--- config.mk ---
export PLATFORM = sky130hd
export DESIGN_NAME = ifetch_queue
export DESIGN_NICKNAME = d
export VERILOG_FILES = /design/src/rtl/wiscsc15_pkg.sv /design/src/rtl/ifq_fifo.sv /design/src/rtl/ifetch_queue.sv
export SDC_FILE = /design/constraint.sdc
export NUM_CORES = 1
export LEC_CHECK = 0
export ABC_AREA = 1
export CAP_MARGIN = 20
export CORE_MARGIN = 3
export CORE_UTILIZATION = 55
export DETAILED_ROUTE_END_ITERATION = 8
export GPL_ROUTABILITY_DRIVEN = 0
export HOLD_SLACK_MARGIN = 0.06
export PLACE_DENSITY = 0.79
export SYNTH_ARGS = -nofsm -noshare
export SYNTH_HDL_FRONTEND = slang
export SYNTH_SLANG_ARGS = --single-unit
--- constraint.sdc ---
create_clock -name clk -period 4.1 [get_ports clk]
set_input_delay 1.23 -clock clk [delete_from_list [all_inputs] [get_ports clk]]
set_output_delay 1.23 -clock clk [all_outputs]
set_load 0.1 [all_outputs]
--- src/rtl/wiscsc15_pkg.sv ---
// Shared WISC-SC15 fetch types: HLT opcode, fetch FSM encodings, default widths, fetch entry.
package wiscsc15_pkg;

  localparam int IFQ_ADDR_W  = 16;
  localparam int IFQ_INSTR_W = 16;

  localparam logic [3:0] HLT_OPCODE = 4'hF;

  typedef enum logic [1:0] {
    IFQ_IDLE   = 2'd0,
    IFQ_WAIT   = 2'd1,
    IFQ_DROP   = 2'd2,
    IFQ_HALTED = 2'd3
  } ifq_state_e;

  typedef struct packed {
    logic [IFQ_ADDR_W-1:0]  pc;
    logic [IFQ_INSTR_W-1:0] instr;
  } fetch_entry_t;

endpackage

--- src/rtl/ifq_fifo.sv ---
// Synchronous FIFO with registered storage; head is readable one cycle after push.
// clear has priority over push and pop; the caller never pushes when full or pops when empty.
module ifq_fifo #(
  parameter int DEPTH = 4,
  parameter int W     = 32
) (
  input  logic                     clk,
  input  logic                     rst,
  input  logic                     clear,
  input  logic                     push,
  input  logic [W-1:0]             push_dat,
  input  logic                     pop,
  output logic [W-1:0]             head_dat,
  output logic [$clog2(DEPTH):0]   occupancy,
  output logic                     full,
  output logic                     empty
);

  localparam int PTR_W = $clog2(DEPTH);
  localparam int OCC_W = PTR_W + 1;

  logic [W-1:0]     mem_q [DEPTH];
  logic [PTR_W-1:0] wr_q, rd_q;
  logic [OCC_W-1:0] cnt_q;

  always_ff @(posedge clk) begin
    if (rst || clear) begin
      wr_q  <= '0;
      rd_q  <= '0;
      cnt_q <= '0;
    end else begin
      if (push) begin
        mem_q[wr_q] <= push_dat;
        wr_q        <= wr_q + 1'b1;
      end
      if (pop) rd_q <= rd_q + 1'b1;
      case ({push, pop})
        2'b10:   cnt_q <= cnt_q + 1'b1;
        2'b01:   cnt_q <= cnt_q - 1'b1;
        default: cnt_q <= cnt_q;
      endcase
    end
  end

  assign head_dat  = mem_q[rd_q];
  assign occupancy = cnt_q;
  assign full      = (cnt_q == OCC_W'(DEPTH));
  assign empty     = (cnt_q == '0);

endmodule

--- src/rtl/ifetch_queue.sv ---
// WISC-SC15 fetch stage: one outstanding imem request, fetched words queued for decode.
// Define IFQ_BYPASS_EN to forward an ack straight to decode when the queue is empty.
import wiscsc15_pkg::*;

module ifetch_queue #(
  parameter int                DEPTH    = 4,
  parameter int                ADDR_W   = IFQ_ADDR_W,
  parameter int                INSTR_W  = IFQ_INSTR_W,
  parameter logic [ADDR_W-1:0] RESET_PC = '0
) (
  input  logic                   clk,
  input  logic                   rst,
  output logic                   im_req,
  output logic [ADDR_W-1:0]      im_addr,
  input  logic                   im_ack,
  input  logic [INSTR_W-1:0]     im_instr,
  output logic                   dec_valid,
  output logic [INSTR_W-1:0]     dec_instr,
  output logic [ADDR_W-1:0]      dec_pc,
  input  logic                   dec_ready,
  input  logic                   redirect,
  input  logic [ADDR_W-1:0]      redirect_pc,
  output logic                   halted,
  output logic [$clog2(DEPTH):0] occupancy
);

  localparam int OCC_W = $clog2(DEPTH) + 1;
  localparam int E_W   = ADDR_W + INSTR_W;

  ifq_state_e          state_q;
  logic [ADDR_W-1:0]   fetch_pc_q, im_addr_q;
  logic                im_req_q, halted_q;

  logic                fifo_push, fifo_pop, fifo_full, fifo_empty;
  logic [E_W-1:0]      head;
  logic [OCC_W-1:0]    occ;
  logic [OCC_W:0]      occ_sum;
  logic                ack_wait, is_hlt, bypass, can_issue;

  assign ack_wait = (state_q == IFQ_WAIT) && im_ack;
  assign is_hlt   = (im_instr[INSTR_W-1 -: 4] == HLT_OPCODE);

`ifdef IFQ_BYPASS_EN
  assign bypass = ack_wait && !redirect && fifo_empty;
`else
  assign bypass = 1'b0;
`endif

  // A bypassed word that decode takes immediately never occupies a slot.
  assign fifo_push = ack_wait && !redirect && !(bypass && dec_ready);
  assign fifo_pop  = !fifo_empty && dec_ready;

  // Conservative issue check: a pop this cycle still counts against free space.
  assign occ_sum   = {1'b0, occ} + (OCC_W+1)'(fifo_pop);
  assign can_issue = !fifo_full && (occ_sum < (OCC_W+1)'(DEPTH));

  ifq_fifo #(.DEPTH(DEPTH), .W(E_W)) u_fifo (
    .clk       (clk),
    .rst       (rst),
    .clear     (redirect),
    .push      (fifo_push),
    .push_dat  ({fetch_pc_q, im_instr}),
    .pop       (fifo_pop),
    .head_dat  (head),
    .occupancy (occ),
    .full      (fifo_full),
    .empty     (fifo_empty)
  );

  always_ff @(posedge clk) begin
    if (rst) begin
      state_q    <= IFQ_IDLE;
      fetch_pc_q <= RESET_PC;
      im_addr_q  <= RESET_PC;
      im_req_q   <= 1'b0;
      halted_q   <= 1'b0;
    end else begin
      if (redirect) begin
        fetch_pc_q <= redirect_pc;
        halted_q   <= 1'b0;
      end
      unique case (state_q)
        IFQ_IDLE: begin
          if (!redirect && can_issue) begin
            im_req_q  <= 1'b1;
            im_addr_q <= fetch_pc_q;
            state_q   <= IFQ_WAIT;
          end
        end
        IFQ_WAIT: begin
          if (im_ack) begin
            im_req_q <= 1'b0;
            if (redirect) begin
              state_q <= IFQ_IDLE;
            end else begin
              fetch_pc_q <= fetch_pc_q + 1'b1;
              halted_q   <= is_hlt;
              state_q    <= is_hlt ? IFQ_HALTED : IFQ_IDLE;
            end
          end else if (redirect) begin
            state_q <= IFQ_DROP;
          end
        end
        // The memory still owes us the old word; swallow it before reissuing.
        IFQ_DROP: begin
          if (im_ack) begin
            im_req_q <= 1'b0;
            state_q  <= IFQ_IDLE;
          end
        end
        IFQ_HALTED: begin
          if (redirect) state_q <= IFQ_IDLE;
        end
        default: state_q <= IFQ_IDLE;
      endcase
    end
  end

  always_comb begin
    dec_valid = !fifo_empty;
    dec_pc    = '0;
    dec_instr = '0;
    if (bypass) begin
      dec_valid = 1'b1;
      dec_pc    = fetch_pc_q;
      dec_instr = im_instr;
    end else if (!fifo_empty) begin
      dec_pc    = head[E_W-1:INSTR_W];
      dec_instr = head[INSTR_W-1:0];
    end
  end

  assign im_req    = im_req_q;
  assign im_addr   = im_addr_q;
  assign halted    = halted_q;
  assign occupancy = occ;

endmodule

==> flow_summary.ini, run 1 <==
[sta]
hold_viol = 0
timing.slew.headroom_pct = 34.2
hold_ws_ns = 0.472
fmax_mhz = 274
fin_crit_sh_pct = 89.2
fin_worst_skew_ns = 0.00959
drv_slew = 0
worst_slew_pin_slew_ns = 0.985
rsz0062_at_grt = no
setup_viol = 0
period_needed_ns = 3.66
finalSetupTns_ns = 0

[global_routing]
overflow = 0
grt_pass1_vias = 5328
antenna_found_initial = 0
grt_first_pass_wirelength_mm = 25.3
track_usage_pct = 22.3
grt_max_degree = 65

[clocking]
cts-root-buf = clkbuf_16
cts_tree = built
clk_latency_ns = 0.43
cts_buffers = 17
hold_buffers = 0
clockBufferDepth = 2
post_cts_resize_count = 0
cts_setup_buffers = 0
cts.sinks = 173
cts.clk_slew.worst_paths_ns = 0.06
htree_num_levels = 4

[synthesis]
synthXorXnorAreaFrac_pct = 0.360
synth_cell_types = 35
async_flop_share_pct = 0
syn_area_per_cell_um2 = 10.2
syn_area_um2 = 7290
synth.top_cell.area_share_pct = 52.7
netlist_instances = 716
muxShareOfSynthArea_pct = 0
synth_top_family_by_area = simple AND/OR/NAND/NOR gates
yosys_warnings = 0
yosysSeqAreaShare_pct = 65.1
syn_nets = 764
synth-compound-area-share_pct = 11.8
yosysMostFrequentCell = nor2_1
synth_top_cell_by_area = edfxtp_1
synth_fa_ha_area_share_pct = 1.99
yosys.area_share.simple_pct = 15.8
synth_area_leaders = edfxtp_1 (53%), dfxtp_1 (12%), nor2_1 (8.1%), o21ai_0 (6.3%), a21oi_1 (4.5%)
ys_top_cells_by_count = nor2_1 (157), edfxtp_1 (128), o21ai_0 (92)
synth_enable_flop_cells = 128
synth_flop_cell = edfxtp_1
ys_ff_latch = 173

[setup_path]
reg2reg_depth = 12
crit_arrival_ns = 2.43
critPathTopFamily = buffers and inverters
rrSetupSlack_ns = 1.71
start_kind = register
rr_startpoint = state_q[1]
slowest_delay_ns = 0.60
crit_required_ns = 2.87
r2r-end = u_fifo.occupancy[2]
path_cells = clkinv_1 -> buf_4 -> o21ai_0 -> a21oi_1 -> buf_12
critPathKind = register to primary output
cp_num_buf_inv = 3
end_kind = primary output
worstPathMaxFanout = 33
slowest_stage = clkinv_1

[die]
dieWidth_um = 121
coreArea_um2 = 12800
row_count = 41
start_util_pct = 57.1
fp.dieH_um = 121
num_io_pins = 91
dieArea_um2 = 14700

[route]
routedWlPerCell_um = 15.9
ant_nets = 0
drc = 0
vias = 5370
drtIter0Drc = 431
wl_mm = 15.7
vias_per_cell = 5.43
dr.pass1.iters = 5

[final_layout]
antenna-diode-count = 0
drive_gt1_share_pct = 11.8
fin_nets = 852
final_area_um2 = 9220
area_growth_pct = 26.5

[worst_hold_path]
worstHoldStart = im_addr[7]
whs_path_depth = 2
hp-class = register to register
holdPathEnd = im_addr[7]

[power_and_ir_drop]
p_per_area_nw_per_um2 = 493
ir_drop_mv = 0.447
p_leak_uw = 0.00339

[status]
status = finished, final reports clean

[placement]
io_buffer_count = 90
dpl_cell_area_um2 = 8660
dp.final_hpwl_mm = 9.76

[flow_run]
drv_cap = 0
-- placed cells by master (no fill, tap or decap), drive strengths merged --
cell             n
a31oi            3
clkbuf          18
or2              1
xnor2            1
clkdlybuf4s50   54
xor2             2
nand3           18
o21ai           95
edfxtp         128
nand2           86
buf             47
nor2           165
a21oi           66
fa               1
nand4            2
inv             51
bufinv           1
o21a             1
dfxtp           45
clkinvlp         3
o31ai            1
o211ai           1
o21bai           2
ha              10
clkinv          11
nand3b           1
nor3             3
-- registers in the layout (all words and copies together) (netlist names), named ones only --
name	count
u_fifo.wr_q	2
u_fifo.mem_q	128
fetch_pc_q	16
u_fifo.occupancy	3
state_q	2
u_fifo.rd_q	2
im_req	1
im_addr	16
halted	1
-- cells by family (layout without fill, tap and decap cells) --
group,after synthesis,after routing
xor+xnor,3,3
simple gates,276,276
fa+ha+maj,11,11
flops,173,173
buf+inv,84,185
compound gates,169,169
-- power by group --
group / total (uW) / leakage [uW] / switching (uW) / internal [uW]
Combinational: 1050 / 0.00159 / 760 / 293
Clock: 1450 / 0.000260 / 625 / 821
Sequential: 2040 / 0.00153 / 74.6 / 1970
Total: 4540 / 0.00339 / 1460 / 3080
-- worst max-delay path by stage --
stage,slack [ns],depth (start not counted),endpoint
2_1_floorplan,-0.004,3,dec_instr[10]
6_report,0.44,5,dec_instr[6]
3_5_place_dp,0.63,11,u_fifo.occupancy[2]
4_1_cts,0.24,6,dec_pc[5]
3_3_place_gp,0.71,11,u_fifo.occupancy[2]
5_1_grt,0.24,5,dec_instr[7]
-- stage by stage --
stage	worst slack [ns]	utilization, %	instances	total power (uW)
floorplan	-0.00406	-	716	2810
global placement	0.710	67.8	956	3100
detailed placement	0.628	67.8	956	3130
CTS	0.238	72.0	988	4560
global route	0.244	72.2	989	4710
finish	0.445	72.2	989	4540
-- layout make-up --
| class | instances | area [um2] |
|---|---|---|
| Timing Repair Buffer | 101 | 1310 |
| Tap cell | 172 | 215 |
| Inverter | 52 | 195 |
| Fill cell | 844 | 3550 |
| Sequential cell | 173 | 4750 |
| Clock buffer | 18 | 429 |
| Multi-Input combinational cell | 459 | 2220 |
| Clock inverter | 14 | 104 |
-- worst register-to-register path, stage by stage, from the launching register on --
cell	delay, ns
dfxtp_1	0.37
inv_1	0.09
ha_1	0.23
nand2_2	0.27
inv_2	0.12
nand2_1	0.12
ha_1	0.16
inv_1	0.07
fa_1	0.38
a21oi_1	0.14
o21ai_0	0.11
o21ai_0	0.15
a21oi_1	0.06
-- layer usage --
metal  share of wire [%]  wire length, um  global-route usage [%]
met3                 7.2             1140                    5.97
met1                  41             6430                    28.5
met5                   0                0                       0
met4                 2.3              355                    9.07
met2                  50             7780                    36.5
No activity file was read; power rests on OpenSTA's default activity.
==> run 2: changes to the inputs <==
- CAP_MARGIN: 20 -> 10
==> run 2 against run 1 <==
Critical path depth increased by 1. Worst setup slack got worse by 0.21 ns. Clock power about the same. Worst hold slack got worse by 0.0011 ns. Count of clock-buffer cells in the layout unchanged. Utilization decreased by 0.22 points. Via count increased by 0.50%. Sequential share of layout area increased by 0.15 points. Largest power group unchanged. Highest routed layer unchanged.
==> flow_summary.ini, run 2 (synthesis results as in run 1) <==
[status]
status = finished, final reports clean

[global_routing]
track_usage_pct = 22.3
grt_pass1_vias = 5328
overflow = 0
antenna_found_initial = 0
grt_max_degree = 65
grt_first_pass_wirelength_mm = 25.3

[clocking]
cts-root-buf = clkbuf_16
cts_setup_buffers = 0
clk_latency_ns = 0.43
cts_buffers = 17
post_cts_resize_count = 0
hold_buffers = 0
cts_tree = built
cts.sinks = 173
cts.clk_slew.worst_paths_ns = 0.06
clockBufferDepth = 2
htree_num_levels = 4

[die]
coreArea_um2 = 12800
dieWidth_um = 121
start_util_pct = 57.1
dieArea_um2 = 14700
fp.dieH_um = 121
num_io_pins = 91
row_count = 41

[setup_path]
critPathTopFamily = buffers and inverters
r2r-end = u_fifo.occupancy[2]
reg2reg_depth = 12
rr_startpoint = state_q[1]
rrSetupSlack_ns = 1.72
end_kind = primary output
slowest_stage = inv_1
critPathKind = register to primary output
cp_num_buf_inv = 3
start_kind = register
crit_arrival_ns = 2.63
worstPathMaxFanout = 33
crit_required_ns = 2.87
slowest_delay_ns = 0.59
path_cells = buf_4 -> inv_1 -> nor2_1 -> o21ai_0 -> a21oi_1 -> buf_12

[final_layout]
seqCellArea_um2 = 4750
antenna-diode-count = 0
drive_gt1_share_pct = 11.6
fin_nets = 851
largest_reg_flops = 128
multi_input_area_um2 = 2220
layout.cells.most_common_list = nor2_1 (153), edfxtp_1 (128), o21ai_0 (92)
final.fill_count = 849
final_common_cell = nor2_1
area_growth_pct = 26.1
regMostFlops = u_fifo.mem_q
final_area_um2 = 9190

[flow_run]
drv_cap = 0

[worst_hold_path]
worstHoldStart = u_fifo.rd_q[1]
whs_path_depth = 2
hp-class = register to register

[route]
drc = 0
wl_mm = 15.7
dr.pass1.iters = 5
ant_nets = 0
vias = 5397
routedWlPerCell_um = 15.9
vias_per_cell = 5.46
drtIter0Drc = 463

[sta]
fmax_mhz = 259
hold_viol = 0
rsz0062_at_grt = no
period_needed_ns = 3.86
hold_ws_ns = 0.471
fin_crit_sh_pct = 94.2
fin_ws_ns = 0.238
fin_worst_skew_ns = 0.0105
setup_viol = 0
timing.slew.headroom_pct = 27.9
worst_slew_pin_slew_ns = 1.08
drv_slew = 0

[placement]
dp.final_hpwl_mm = 9.76
dpl_cell_area_um2 = 8660
io_buffer_count = 90
dp_slack_ns = 0.628

[power_and_ir_drop]
p_leak_uw = 0.00337
p_total_uw = 4540
ir_drop_mv = 0.446
p_per_area_nw_per_um2 = 494
## run 2: cell count changes in the layout (fill, tap and decap cells not counted), sizes merged
| cell | change |
|---|---|
| buf | -1 |
## run 2: how the worst max path moves through the flow
| stage | to | cells past startpoint | slack, ns |
|---|---|---|---|
| 5_1_grt | dec_instr[8] | 6 | 0.08 |
| 3_5_place_dp | u_fifo.occupancy[2] | 11 | 0.63 |
| 3_3_place_gp | u_fifo.occupancy[2] | 11 | 0.71 |
| 2_1_floorplan | dec_instr[10] | 3 | -0.004 |
| 4_1_cts | dec_pc[5] | 6 | 0.24 |
| 6_report | dec_instr[8] | 6 | 0.24 |
## run 2: metal layers
metal / global-route usage (%) / part of all wire, %
met1: 28.5 / 41
met3: 5.97 / 7.5
met5: 0 / 0
met4: 9.07 / 2.1
met2: 36.5 / 50
## run 2: worst register-to-register path, delay by kind of cell (launching register included)
kind	cells	cell delay, ns
fa+ha+maj	3	0.77
compound gates	4	0.46
simple gates	2	0.39
flops	1	0.36
buf+inv	3	0.28
## run 2: where the power goes
part	internal [uW]	total (uW)	switching [uW]
Sequential	1970	2040	74.5
Combinational	293	1050	760
Clock	821	1450	626
Total	3080	4540	1460
## run 2: cell type report
class / count / area share [%]
flip-flops and latches: 173 / 51.6
clock inverters: 14 / 1.13
clock buffers: 18 / 4.67
inverters: 52 / 2.12
repair buffers: 100 / 14.0
well taps: 172 / 2.34
multi-input cells: 459 / 24.1
## run 2: through the flow
step                      util (%)  TNS [ns]  std cells
after CTS                     72.0         0        988
after detailed placement      67.8         0        956
after global placement        67.8         0        956
after floorplan                  -    -0.115        716
final                         72.0         0        988
after global routing          72.0         0        988
==> run 3: changes to the inputs <==
- CORE_MARGIN: 3 -> unset
==> run 3 against run 2 <==
Sequential share of layout area is 0.56 points lower. Wire length is 1.2% higher. Final area is 1.1% higher. First-iteration DRC count is 30% lower. Via count is 0.87% lower. Clock skew is 0.0034 ns lower. Clock power is 20% higher. Sequential power hardly changed. Global-route usage is 3.1 points higher. Worst hold slack worse by 0.0016 ns. Maximum frequency is 0.98% lower. Register-to-register slack worse by 0.17 ns. Highest routed layer unchanged.
==> flow_summary.ini, run 3 (synthesis results as in run 1) <==
[route]
drtIter0Drc = 324
wl_mm = 15.9
routedWlPerCell_um = 16.1
ant_nets = 0
vias_per_cell = 5.41
dr.pass1.iters = 5
drc = 0
vias = 5350

[placement]
dp_slack_ns = 0.626
dpl_cell_area_um2 = 8650
io_buffer_count = 90
dp.final_hpwl_mm = 9.70
dp_cells = 957

[die]
row_count = 41
num_io_pins = 91
dieArea_um2 = 13700
dieWidth_um = 117
fp.dieH_um = 117
start_util_pct = 57.1
coreArea_um2 = 12800

[sta]
fmax_mhz = 256
rsz0062_at_grt = no
hold_viol = 0
fin_crit_sh_pct = 95.1
worst_slew_pin_slew_ns = 1.10
fin_ws_ns = 0.200
period_needed_ns = 3.90
hold_ws_ns = 0.470
finalSetupTns_ns = 0
fin_worst_skew_ns = 0.00709
setup_viol = 0
timing.slew.headroom_pct = 26.3
drv_slew = 0

[worst_hold_path]
whs_path_depth = 2
hp-class = register to register

[power_and_ir_drop]
p_leak_uw = 0.00343
p_per_area_nw_per_um2 = 520
ir_drop_mv = 0.349

[clocking]
cts-root-buf = clkbuf_16
clockBufferDepth = 2
clk_latency_ns = 0.43
cts.clk_slew.worst_paths_ns = 0.06
cts.sinks = 173
cts_buffers = 17
hold_buffers = 0
htree_num_levels = 4
post_cts_resize_count = 0
cts_tree = built
cts_setup_buffers = 0

[final_layout]
antenna-diode-count = 0
largest_reg_flops = 128
area_growth_pct = 27.5
final.fill_count = 813
final_area_um2 = 9290
final_common_cell = nor2_1
layout.cells.most_common_list = nor2_1 (153), edfxtp_1 (128), o21ai_0 (92)
fin_nets = 852
regMostFlops = u_fifo.mem_q
drive_gt1_share_pct = 11.9
multi_input_area_um2 = 2200
fin_cells = 989
seqCellArea_um2 = 4750

[setup_path]
crit_arrival_ns = 2.67
worstPathMaxFanout = 33
start_kind = register
critPathKind = register to primary output
crit_required_ns = 2.87
end_kind = primary output
reg2reg_depth = 10

[global_routing]
grt_pass1_vias = 5330
grt_first_pass_wirelength_mm = 25.7
grt_max_degree = 65
overflow = 0
antenna_found_initial = 0
track_usage_pct = 25.5

[flow_run]
drv_cap = 0

[status]
status = finished, final reports clean
## run 3: changes by cell type in the layout (fill, tap and decap cells not counted), sizes merged
cell / delta
buf: +1
inv: +2
bufinv: +4
clkinvlp: -3
clkinv: -3
## run 3: power by group
part           total (uW)  switching [uW]  internal (uW)
combinational        1050             759            293
sequential           2040            74.2           1970
clock                1740             656           1080
## run 3: final cells by class
class | instances | share of cell area, %
repair buffers | 101 | 13.9
inverters | 52 | 2.10
well taps | 172 | 2.32
flip-flops and latches | 173 | 51.1
multi-input cells | 459 | 23.6
clock inverters | 14 | 2.33
clock buffers | 18 | 4.62
## run 3: layer usage
metal | track usage (%) | share of wire, % | up-vias
li1 | - | - | 2595
met1 | 30.6 | 42 | 2505
met2 | 43.8 | 51 | 229
met3 | 6.49 | 6.3 | 21
met4 | 10.9 | 1.4 | 0
met5 | 0 | 0 | -
## run 3: path summary, 6_finish.rpt
| path | startpoint | to | slack (ns) |
|---|---|---|---|
| setup / recovery | register | dec_instr[9] | 0.20 |
| hold / removal | im_addr[7] | im_addr[7] | 0.47 |
| setup reg to reg | u_fifo.occupancy[0] | u_fifo.occupancy[2] | 1.55 |
| hold reg to reg | im_addr[7] | im_addr[7] | 0.47 |
## run 3: through the flow
stage	total power (uW)	util, %
after floorplan	2810	-
after global placement	3100	67.7
after detailed placement	3120	67.7
after CTS	4860	72.7
after global routing	4990	72.7
final	4830	72.7
## run 3: critical path, cell delays in order (launching register included)
cell and delay, ns:
dfxtp_1 0.30, buf_4 0.36, inv_1 0.59, nor2_1 0.29, o21ai_0 0.13, a21oi_1 0.34, buf_12 0.22
